===== config.mk =====
export PLATFORM = sky130hd
export DESIGN_NAME = sw_mode_commander
export DESIGN_NICKNAME = d
export VERILOG_FILES = /design/src/rtl/sw_pkg.sv /design/src/rtl/sw_cmd_timer.sv /design/src/rtl/sw_mode_commander.sv
export SDC_FILE = /design/constraint.sdc
export NUM_CORES = 1
export LEC_CHECK = 0
export ABC_AREA = 1
export CORE_UTILIZATION = 25
export DETAILED_ROUTE_END_ITERATION = 12
export MAX_ROUTING_LAYER = met4
export SLEW_MARGIN = 0
export SYNTH_ARGS = -nofsm -noshare
export SYNTH_HDL_FRONTEND = slang
export SYNTH_HIERARCHICAL = 1
export SYNTH_SLANG_ARGS = --single-unit

===== constraint.sdc =====
create_clock -name clk -period 3.9 [get_ports clk]
set_input_delay 0.78 -clock clk [delete_from_list [all_inputs] [get_ports clk]]
set_output_delay 0.78 -clock clk [all_outputs]
set_load 0.03 [all_outputs]

===== src/rtl/sw_pkg.sv =====
// -----------------------------------------------------------------------------
// sw_pkg
// Shared definitions for the stopwatch and its mode commander:
//   - sw_mode_e   : one-hot stopwatch mode encoding (IDLE/CLEAR/RUNNING)
//   - cmd_state_e : mode-commander FSM states
//   - TIMER_W     : width of the shared press/settle down-counter
//   - MAX_PRESSES : number of button presses allowed per request
//   - is_legal_mode(): true when a 3-bit value is one of the three modes
// -----------------------------------------------------------------------------
package sw_pkg;

  typedef enum logic [2:0] {
    MODE_IDLE    = 3'b100,
    MODE_CLEAR   = 3'b010,
    MODE_RUNNING = 3'b001
  } sw_mode_e;

  typedef enum logic [1:0] {
    S_IDLE,
    S_PRESS,
    S_WAIT,
    S_RESP
  } cmd_state_e;

  localparam int         TIMER_W     = 8;
  localparam logic [1:0] MAX_PRESSES = 2'd2;

  function automatic logic is_legal_mode(input logic [2:0] m);
    return (m == MODE_IDLE) || (m == MODE_CLEAR) || (m == MODE_RUNNING);
  endfunction

endpackage


===== src/rtl/sw_cmd_timer.sv =====
// -----------------------------------------------------------------------------
// sw_cmd_timer
// Loadable down-counter with an expire flag. The commander reuses a single
// instance for both the button press width and the post-release settle
// timeout, since the two intervals never overlap.
//
// Ports:
//   clk      in   system clock
//   rst_i    in   synchronous active-high reset (count -> 0)
//   load     in   load load_val this cycle (has priority over counting)
//   load_val in   value to load; the counter expires load_val+1 cycles later
//   expired  out  count is zero
// -----------------------------------------------------------------------------
module sw_cmd_timer
  import sw_pkg::*;
#(
  parameter int W = TIMER_W
) (
  input  logic         clk,
  input  logic         rst_i,
  input  logic         load,
  input  logic [W-1:0] load_val,
  output logic         expired
);

  logic [W-1:0] cnt;

  always_ff @(posedge clk) begin
    if (rst_i) begin
      cnt <= '0;
    end else if (load) begin
      cnt <= load_val;
    end else if (cnt != '0) begin
      cnt <= cnt - 1'b1;
    end
  end

  assign expired = (cnt == '0);

endmodule


===== src/rtl/sw_mode_commander.sv =====
// -----------------------------------------------------------------------------
// sw_mode_commander
// Drives the single button of a stop_watch until its mode feedback reaches a
// requested target mode. Each press is PRESS_CYCLES wide; after release the
// block waits up to SETTLE_CYCLES for the mode to change. At most two presses
// are issued per request. The outcome is reported with a one-cycle done_o or
// err_o pulse.
//
// Parameters:
//   PRESS_CYCLES   button_o high width in cycles (1..15)
//   SETTLE_CYCLES  cycles to wait for a mode change after release (2..255)
//
// Ports:
//   clk          in   system clock, rising edge
//   rst_i        in   synchronous active-high reset
//   req_valid_i  in   mode-change request valid
//   req_mode_i   in   one-hot target mode (IDLE=100, CLEAR=010, RUNNING=001)
//   req_ready_o  out  high only when idle; request accepted on valid & ready
//   mode_i       in   stop_watch mode feedback
//   button_o     out  registered button drive
//   done_o       out  one-cycle pulse: target reached
//   err_o        out  one-cycle pulse: illegal target, timeout, press limit
//   busy_o       out  high whenever not idle
//   abort_i      in   (only with SW_CMD_ABORT_EN) return to idle silently
//
// Optional feature: define SW_CMD_ABORT_EN to add the abort_i input.
// -----------------------------------------------------------------------------
module sw_mode_commander
  import sw_pkg::*;
#(
  parameter int PRESS_CYCLES  = 2,
  parameter int SETTLE_CYCLES = 8
) (
  input  logic       clk,
  input  logic       rst_i,
  input  logic       req_valid_i,
  input  logic [2:0] req_mode_i,
  output logic       req_ready_o,
  input  logic [2:0] mode_i,
  output logic       button_o,
  output logic       done_o,
  output logic       err_o,
  output logic       busy_o
`ifdef SW_CMD_ABORT_EN
  ,
  input  logic       abort_i
`endif
);

  // The timer expires load_val+1 cycles after loading, hence the -1.
  localparam logic [TIMER_W-1:0] PRESS_LOAD  = TIMER_W'(PRESS_CYCLES - 1);
  localparam logic [TIMER_W-1:0] SETTLE_LOAD = TIMER_W'(SETTLE_CYCLES - 1);

  cmd_state_e state;
  logic [2:0] target;
  logic [2:0] pre_mode;    // mode seen before the most recent press
  logic [1:0] press_cnt;

  logic               tmr_load;
  logic [TIMER_W-1:0] tmr_val;
  logic               tmr_expired;

  logic accept;
  logic req_legal;
  logic req_hit;
  logic changed;
  logic at_target;
  logic press_limit;
  logic start_press;
  logic end_press;
  logic repress;

  assign req_ready_o = (state == S_IDLE);
  assign busy_o      = (state != S_IDLE);

  assign accept      = req_valid_i && (state == S_IDLE);
  assign req_legal   = is_legal_mode(req_mode_i);
  assign req_hit     = (mode_i == req_mode_i);
  assign changed     = (mode_i != pre_mode);
  assign at_target   = (mode_i == target);
  assign press_limit = (press_cnt == MAX_PRESSES);

  // Events that (re)start the shared timer. A detected change is evaluated
  // before the timeout, so a change on the expiring cycle still wins.
  assign start_press = accept && req_legal && !req_hit;
  assign end_press   = (state == S_PRESS) && tmr_expired;
  assign repress     = (state == S_WAIT) && changed && !at_target && !press_limit;

  assign tmr_load = start_press || end_press || repress;
  assign tmr_val  = end_press ? SETTLE_LOAD : PRESS_LOAD;

  sw_cmd_timer #(
    .W        (TIMER_W)
  ) u_timer (
    .clk      (clk),
    .rst_i    (rst_i),
    .load     (tmr_load),
    .load_val (tmr_val),
    .expired  (tmr_expired)
  );

  always_ff @(posedge clk) begin
    if (rst_i) begin
      state     <= S_IDLE;
      button_o  <= 1'b0;
      done_o    <= 1'b0;
      err_o     <= 1'b0;
      target    <= '0;
      pre_mode  <= '0;
      press_cnt <= '0;
    end
`ifdef SW_CMD_ABORT_EN
    else if (abort_i && (state != S_IDLE)) begin
      state    <= S_IDLE;
      button_o <= 1'b0;
      done_o   <= 1'b0;
      err_o    <= 1'b0;
    end
`endif
    else begin
      done_o <= 1'b0;
      err_o  <= 1'b0;
      case (state)
        S_IDLE: begin
          if (accept) begin
            if (!req_legal) begin
              state <= S_RESP;
              err_o <= 1'b1;
            end else if (req_hit) begin
              state  <= S_RESP;
              done_o <= 1'b1;
            end else begin
              state     <= S_PRESS;
              button_o  <= 1'b1;
              target    <= req_mode_i;
              pre_mode  <= mode_i;
              press_cnt <= 2'd1;
            end
          end
        end

        S_PRESS: begin
          if (tmr_expired) begin
            state    <= S_WAIT;
            button_o <= 1'b0;
          end
        end

        S_WAIT: begin
          if (changed) begin
            if (at_target) begin
              state  <= S_RESP;
              done_o <= 1'b1;
            end else if (press_limit) begin
              state <= S_RESP;
              err_o <= 1'b1;
            end else begin
              state     <= S_PRESS;
              button_o  <= 1'b1;
              pre_mode  <= mode_i;
              press_cnt <= press_cnt + 2'd1;
            end
          end else if (tmr_expired) begin
            state <= S_RESP;
            err_o <= 1'b1;
          end
        end

        S_RESP: begin
          state <= S_IDLE;
        end

        default: begin
          state    <= S_IDLE;
          button_o <= 1'b0;
        end
      endcase
    end
  end

endmodule

* Word-level counts from Yosys, hierarchy flattened *
Cells that the tools add are included.
Widths: inputs -> output; s select.

cells by class
  add/subtract/negate cells = 2
  shift operators = 0
  divide/modulo/power cells = 0
  reduce and logical (&&, ||, !) cells = 25
  $lt $le $gt $ge = 0
  eq/ne operators = 18
  bitwise logic cells = 1
  mux-type cells = 47
  multipliers = 0

operators with widths
  kind                 number
  $mux 2               14
  $mux 3               7
  $mux 1               18
  $mux 8               2
  $ne 2x2->1 const B   5
  $logic_not 8->1      1
  $pmux 2 s4           1
  $reduce_and 8->1     1
  $reduce_bool 8->1    1
  $sub 8x1->8 const B  1
  $logic_and 1x1->1    7
  $reduce_and 7->1     1
  $eq 2x2->1 const B   3
  $eq 3x3->1           2
  $pmux 3 s2           1
  $reduce_bool 2->1    3
  $logic_or 1x1->1     4
  $ne 2x1->1 const B   2
  $pmux 1 s2           2
  $pmux 2 s2           1
  $reduce_and 4->1     1
  $eq 3x1->1 const B   1
  $eq 3x2->1 const B   1
  $eq 3x3->1 const B   1
  other kinds (10)     12

storage, ports and cells
  word-level logic and storage cells = 101
  flip-flop bits (word level) = 21
  output and inout bits = 5
  bits in writable memories = 0
  memories kept = 0
  bits of input ports = 9
  bits in latches = 0
  ROM bits = 0

* Depth between registers and ports, before layout *
Gate-level depths: netlist of run 1.

  depth after elaboration = 8
  mapped depth = 14

* Modules after synthesis *
Netlist of run 1, hierarchy kept.

modules (own cells, without submodules)
  module             instances  area an instance (sq um)  cells each
  sw_mode_commander  1          933.4                     140
  sw_cmd_timer       1          473.0                     70

* Least setup slack after synthesis of run 1 *
OpenSTA, ideal clock, no wires.

  path kind = input to register
  from = input port mode_i[2]
  to = register u_timer.cnt[1]
  arrival = 1.893 ns
  slack = 1.894 ns
  cell stages on the path = 11
  buffers on the path = 1
  library setup time = 0.113 ns
  cells stage by stage = xnor2_1 inv_2 nor2_4 nor2_8 nor2_4 nand2_1 buf_2 inv_2 nand2_2 o21ai_1 nor2_1

on the way
  longest elaborated chain between the ends = 6

ends and longest elaborated chain
  item                                                   line                                              source
  start, declared                                        sw_mode_commander.sv:39                           input logic [2:0] mode_i,
  $eq 3x3->1 (tied with other cells)                     sw_mode_commander.sv:78                           assign req_hit = (mode_i == req_mode_i);
  $logic_not 1->1 (tied with other cells)                sw_mode_commander.sv:85                           assign start_press = accept && req_legal && !req_hit;
  $logic_and 1x1->1 (on tied branches)                   sw_mode_commander.sv:85, sw_mode_commander.sv:87
  $logic_or 1x1->1 or $logic_and 1x1->1 (tied branches)  sw_mode_commander.sv:89, sw_mode_commander.sv:87
  $logic_or 1x1->1 *                                     sw_mode_commander.sv:89                           assign tmr_load = start_press || end_press || repress;
  net tmr_load                                           sw_mode_commander.sv:59                           logic tmr_load;
  $mux 8 or $reduce_bool 2->1 (tied branches)            -
  end signal, assigned                                   sw_cmd_timer.sv:32                                cnt <= load_val;
  end signal, assigned                                   sw_cmd_timer.sv:34                                cnt <= cnt - 1'b1;
  end, declared                                          sw_cmd_timer.sv:26                                logic [W-1:0] cnt;

Mark *: on every way through the listed nets, which the timed path passes. The rest lies on a longest branch.
A chain may end at the register's enable or synchronous reset.

* Worst setup path in the final report of run 1 *
Same ends and word-level chain as after synthesis.

==> qor.yml, run 1 <==
outcome:
  outcome: "completed"
grt:
  first_pass_grt_wire_length_mm: 5.05
  first_global_vias: 1183
  pin_count_of_the_biggest_net_entering_global_routing: 13
  grt_util_all_layers: 0.107
  grt_antenna_before_repair: 0
  grt_overflow: 0
timing:
  timing.final.crit_period_ps: 2510
  slew_viol_final: 0
  achievable-frequency_mhz: 399
  fin_worst_skew_ps: 3.20
  unrepaired_setup_endpoints_after_global_routing: "false"
  final-setup-viol-count: 0
  hold_violations: 0
  final.period_utilization: 0.643
  totalNegativeSetupSlack_ps: 0
place:
  detailed_place_hpwl_mm: 2.24
  routabilityCongestion: 0.796
  place.port_buffers: 13
clock_tree:
  clockRootBuffer: "clkbuf_8"
  clock_tree_from_tritoncts: "yes"
  max_root_sink_buffers: 2
  post_cts_hold_buffer_count: 0
  cts_inserted_buffers: 3
  postCtsSetupBuffers: 0
  htreeDepth: 1
  clock_sinks: 21
  clkSlewWorstSetupHoldPaths_ps: 80
  worstSkewPairLatency_ps: 260
  cts-resized-gates: 0
routing:
  vias: 1231
  detail_route.first_pass.iterations: 4
  remaining_drc_errors: 0
  detail-route-antenna-nets: 0
  drt-wirelength-per-cell_um: 9.14
  routed_via_density: 4.10
  drtIter0Drc: 75
  totalWireLength_mm: 2.74
logic_synthesis:
  synth-adder-area-share: 0.0178
  synth-seq-cells: 21
  netlist-cell-type-count: 26
  syn_inst: 210
  synth.top_cell.area_share: 0.299
  post_synthesis_area_per_instance_sq_um: 6.70
  yosysSeqAreaShare: 0.299
  synth_compound_area_frac: 0.0988
  synth_xor_area_frac: 0.0436
  synth_top_family_by_area: "simple AND/OR/NAND/NOR gates"
  basic_gate_share_of_the_synthesized_area_counting_and_or_nand_and_nor_cells: 0.447
  post_synth_main_area_contributors: "dfxtp_1 30%, nand2_1 14%, inv_1 6.4%"
  multiplexer_share_of_the_synthesized_area: 0
  synth_top_cell_by_area: "dfxtp_1"
  synth_cell_area_sq_um: 1410
  synth_warnings: 6
setup_path:
  critPathSlowestCell: "clkdlybuf4s50_1"
  setup.worst_path.start_class: "input pin"
  slowest_delay_ps: 510
  worst-path-max-fanout: 9
  critical_path_arrival_ps: 2670
  cp_data_required_time_ps: 4060
  criticalPathCategory: "in -> reg"
  critical_path_capture_point_type: "flip-flop"
  critical_path.cell_chain: "clkdlybuf4s50_1 -> xnor2_1 -> inv_2 -> nor2_4 -> nor2_8 -> nor2_4 -> nand2_1 -> inv_2 -> nand2_2 -> o21ai_1 -> nor2_1"
final_layout:
  multi_input_area_sq_um: 876
  final_layout_size_suffix_gt1_frac: 0.148
  mostFrequentLayoutCell: "nand2_1"
  synthToLayoutAreaGrowth_pct: 19.5
  antenna_cells_inserted: 0
  number_of_nets_in_the_layout: 242
  mostFrequentLayoutCells: "54 x nand2_1, 24 x inv_1, 23 x nor2_1"
  final_core_utilization: 0.319
  layout.filler_cells: 588
  sequential_cell_area_sq_um: 420
floorplan:
  die-area_sq_um: 5930
  ios: 14
  placement_rows: 26
  initial_core_util: 0.267
  die_height_um: 77
  core_area_sq_um: 5270
  die_w_um: 77
power:
  powerDensity_nw_per_um2: 725
  worst_ir_drop_vdd_uv: 218
  leakage_uw: 0.000764
job:
  total_of_max_cap_violations: 0
min_path:
  hold_class: "reg -> reg"
[synthesized netlist by cell type]
| cell type | number |
|---|---|
| a21oi_1 | 12 |
| buf_2 | 1 |
| clkinv_1 | 1 |
| conb_1 | 2 |
| dfxtp_1 | 21 |
| ha_1 | 2 |
| inv_1 | 24 |
| inv_2 | 7 |
| nand2_1 | 54 |
| nand2_2 | 2 |
| nand2_4 | 4 |
| nand3_1 | 10 |
| nand3_4 | 1 |
| nand3b_1 | 2 |
| nand4_1 | 2 |
| nor2_1 | 23 |
| nor2_2 | 8 |
| nor2_4 | 5 |
| nor2_8 | 3 |
| nor3_1 | 4 |
| o211ai_1 | 1 |
| o21ai_0 | 7 |
| o21ai_1 | 6 |
| o22ai_1 | 1 |
| xnor2_1 | 4 |
| xor2_1 | 3 |
[worst paths after layout]
path         cells after the start      startpoint  slack, ps             end
min reg2reg                      2  u_timer/cnt[0]        500  u_timer/cnt[0]
max                             11       mode_i[2]       1390  u_timer/cnt[1]
max reg2reg                     12  u_timer/cnt[0]       1750  u_timer/cnt[2]
min                              2  u_timer/cnt[0]        500  u_timer/cnt[0]
[critical path: cells and delay by family]
family                    cells  cell delay, ps
AOI/OAI and AO/OA             1             130
xor gates and xnor gates      1             350
buffers and inverters         3             760
and+or+nand+nor               6             650
[final cells by class]
class / instances / share of cell area
well taps: 70 / 0.0521
clock buffers: 3 / 0.0246
repair buffers: 13 / 0.0774
clock inverters: 1 / 0.00298
flip-flops and latches: 21 / 0.250
inverters: 32 / 0.0715
multi-input cells: 160 / 0.521
[kinds of logic after synthesis]
kind of cell,after synthesis
AO/OA/AOI/OAI,27
flip-flops,21
other,2
adder cells (fa/ha/maj),2
buffers and inverters,33
XOR/XNOR,7
AND/OR/NAND/NOR,118
[power by group]
part	switching (uW)	leakage (uW)	total (uW)	internal (uW)
Sequential	61.5	0.000173	353	291
Combinational	451	0.000566	724	274
Clock	71.1	0.0000255	142	71.1
Total	583	0.000764	1220	636
[metal layers]
layer | track usage | vias up | wire length [um]
met1 | 0.135 | 525 | 1460
met5 | - | - | 0
li1 | - | 691 | -
met2 | 0.173 | 10 | 1200
met4 | 0.0396 | 0 | 42
met3 | 0.0143 | 5 | 40
[registers in the layout, summed over array words and instances, names as in the netlist]
register,count
target,3
u_timer/cnt,8
state,2
err_o,1
press_cnt,2
button_o,1
pre_mode,3
done_o,1
[through the flow]
| step | cells | hold slack [ps] | power (uW) | cell area, sq um | worst slack (ps) |
|---|---|---|---|---|---|
| detailed placement | 296 | 490 | 1090 | 1630 | 1100 |
| global route | 300 | 518 | 1350 | 1680 | 1190 |
| floorplan | 214 | 476 | 933 | 1420 | 1890 |
| global placement | 296 | 500 | 1080 | 1630 | 1190 |
| CTS | 300 | 502 | 1230 | 1680 | 1390 |
| finish | 300 | 497 | 1220 | 1680 | 1390 |
No activity file was read; power rests on OpenSTA's default activity.
==> run 2: changes to the inputs <==
Clock period 3.9 ns to 2.1 ns, I/O delays scaled along.
==> run 2 against run 1 <==
Effect of this change: register-to-register slack got worse by 1600 ps; non-clock buffer count up 19; clock-buffer cell count did not move; clock skew about the same; critical path depth shrank 8; worst hold slack improved by 5.4 ps.
==> qor.yml, run 2 (same netlist as run 1, synthesis figures left out) <==
place:
  detailed_place_hpwl_mm: 2.37
  place_inst: 315
  routabilityCongestion: 0.780
  place.port_buffers: 13
  dp_worst_slack_ps: -239
outcome:
  outcome: "completed"
clock_tree:
  clkSlewWorstSetupHoldPaths_ps: 80
  clock_tree_from_tritoncts: "yes"
  worstSkewPairLatency_ps: 260
  htreeDepth: 1
  postCtsSetupBuffers: 0
  cts_inserted_buffers: 3
  clockRootBuffer: "clkbuf_8"
  cts-resized-gates: 0
  max_root_sink_buffers: 2
  clock_sinks: 21
  post_cts_hold_buffer_count: 0
power:
  internal-power_uw: 1270
  sw_frac_of_total: 0.469
  p_comb_frac: 0.610
  p_sw_uw: 1120
  powerDensity_nw_per_um2: 1310
  leakage_uw: 0.000863
  seq_power_share: 0.275
  worst_ir_drop_vdd_uv: 527
  power.share.clock: 0.115
timing:
  worst_case_hold_slack_ps: 503
  final-setup-viol-count: 0
  final.period_utilization: 0.957
  slew_viol_final: 0
  hold_violations: 0
  final_critical_path_setup_slack_ps: 90.3
  timing.final.crit_period_ps: 2010
  achievable-frequency_mhz: 498
  fin_worst_skew_ps: 2.76
  totalNegativeSetupSlack_ps: 0
  unrepaired_setup_endpoints_after_global_routing: "false"
floorplan:
  die-area_sq_um: 5930
  placement_rows: 26
  initial_core_util: 0.267
  die_w_um: 77
  die_height_um: 77
  core_area_sq_um: 5270
  ios: 14
grt:
  grt_util_all_layers: 0.116
  first_global_vias: 1224
  grt_antenna_before_repair: 0
  grt_overflow: 0
  first_pass_grt_wire_length_mm: 5.39
  pin_count_of_the_biggest_net_entering_global_routing: 13
routing:
  drtIter0Drc: 40
  detail_route.first_pass.iterations: 4
  routed_via_density: 4.17
  vias: 1331
  remaining_drc_errors: 0
  drt-wirelength-per-cell_um: 9.32
  detail-route-antenna-nets: 0
  totalWireLength_mm: 2.97
setup_path:
  timing.reg2reg.worst_path_depth: 13
  cp_data_required_time_ps: 1680
  regToRegEndpoint: "u_timer/cnt[1]"
  critical_path_capture_point_type: "output pin"
  setup.worst_path.start_class: "flip-flop"
  critical_path_arrival_ps: 1590
  worst-path-max-fanout: 4
  setup.reg_to_reg.worst_slack_ps: 200
  criticalPathCategory: "reg -> out"
  regToRegStartpoint: "u_timer/cnt[0]"
final_layout:
  mostFrequentLayoutCells: "53 x nand2_1, 24 x inv_1, 23 x nor2_1"
  mostFrequentLayoutCell: "nand2_1"
  synthToLayoutAreaGrowth_pct: 30.3
  finish.cell_count_without_fillers: 319
  max_flop_register: "u_timer/cnt"
  number_of_nets_in_the_layout: 261
  final_layout_size_suffix_gt1_frac: 0.221
  antenna_cells_inserted: 0
  biggestRegsByFlops: "u_timer/cnt x8, pre_mode x3, target x3"
  largest_reg_flops: 8
min_path:
  hold_class: "reg -> reg"
  hold_start: "u_timer/cnt[0]"
  hold-path-cell-count: 2
  hold_path_end: "u_timer/cnt[0]"
job:
  total_of_max_cap_violations: 0
-- run 2: cell type report --
class / instances / area [sq um]
fill: 563 / 3440
multi-input combinational: 160 / 886
sequential: 21 / 420
timing repair buffer: 32 / 273
inverter: 32 / 120
tap: 70 / 87.6
clock buffer: 3 / 41.3
clock inverter: 1 / 5.00
-- run 2: worst max-delay path by stage --
stage          slack [ps]              to  cells past startpoint           start
6_report               90          busy_o                      3        state[1]
5_1_grt                 6  u_timer/cnt[7]                     12       mode_i[0]
4_1_cts                40  u_timer/cnt[7]                     10       mode_i[2]
3_5_place_dp         -240  u_timer/cnt[7]                     10       mode_i[2]
3_3_place_gp         -150  u_timer/cnt[2]                     13   req_mode_i[2]
2_1_floorplan         270  u_timer/cnt[1]                     14  u_timer/cnt[0]
-- run 2: routing by layer --
| layer | part of all wire | wire (um) | vias up | GRT usage |
|---|---|---|---|---|
| met1 | 0.51 | 1530 | 584 | 0.151 |
| met5 | 0 | 0 | - | - |
| met3 | 0.025 | 75 | 5 | 0.0143 |
| met4 | 0.021 | 61 | 0 | 0.0509 |
| met2 | 0.44 | 1310 | 16 | 0.179 |
| li1 | - | - | 726 | - |
-- run 2: power groups by stage --
stage / logic (uW) / registers (uW) / clock network [uW]
3_5_place_dp: 1460 / 665 / 0
2_1_floorplan: 1060 / 667 / 0
4_1_cts: 1460 / 659 / 289
5_1_grt: 1650 / 681 / 305
3_3_place_gp: 1450 / 665 / 0
6_report: 1460 / 659 / 274
-- run 2: stage by stage --
step / utilization / total power, uW / area (sq um)
after floorplan: - / 1730 / 1420
after global placement: 0.337 / 2110 / 1780
after detailed placement: 0.337 / 2120 / 1780
after CTS: 0.346 / 2410 / 1820
after global routing: 0.348 / 2640 / 1830
final: 0.348 / 2400 / 1830
-- run 2: critical path: stages (launching register included) --
cell,delay [ps]
dfxtp_1,440
nor2_4,80
inv_2,120
clkdlybuf4s50_1,680
==> run 3: changes to the inputs <==
Settings changed: SKIP_CTS_REPAIR_TIMING set to 1.
==> results of run 3 <==
No change in the layout: final DEF, timing and power equal those of run 2.
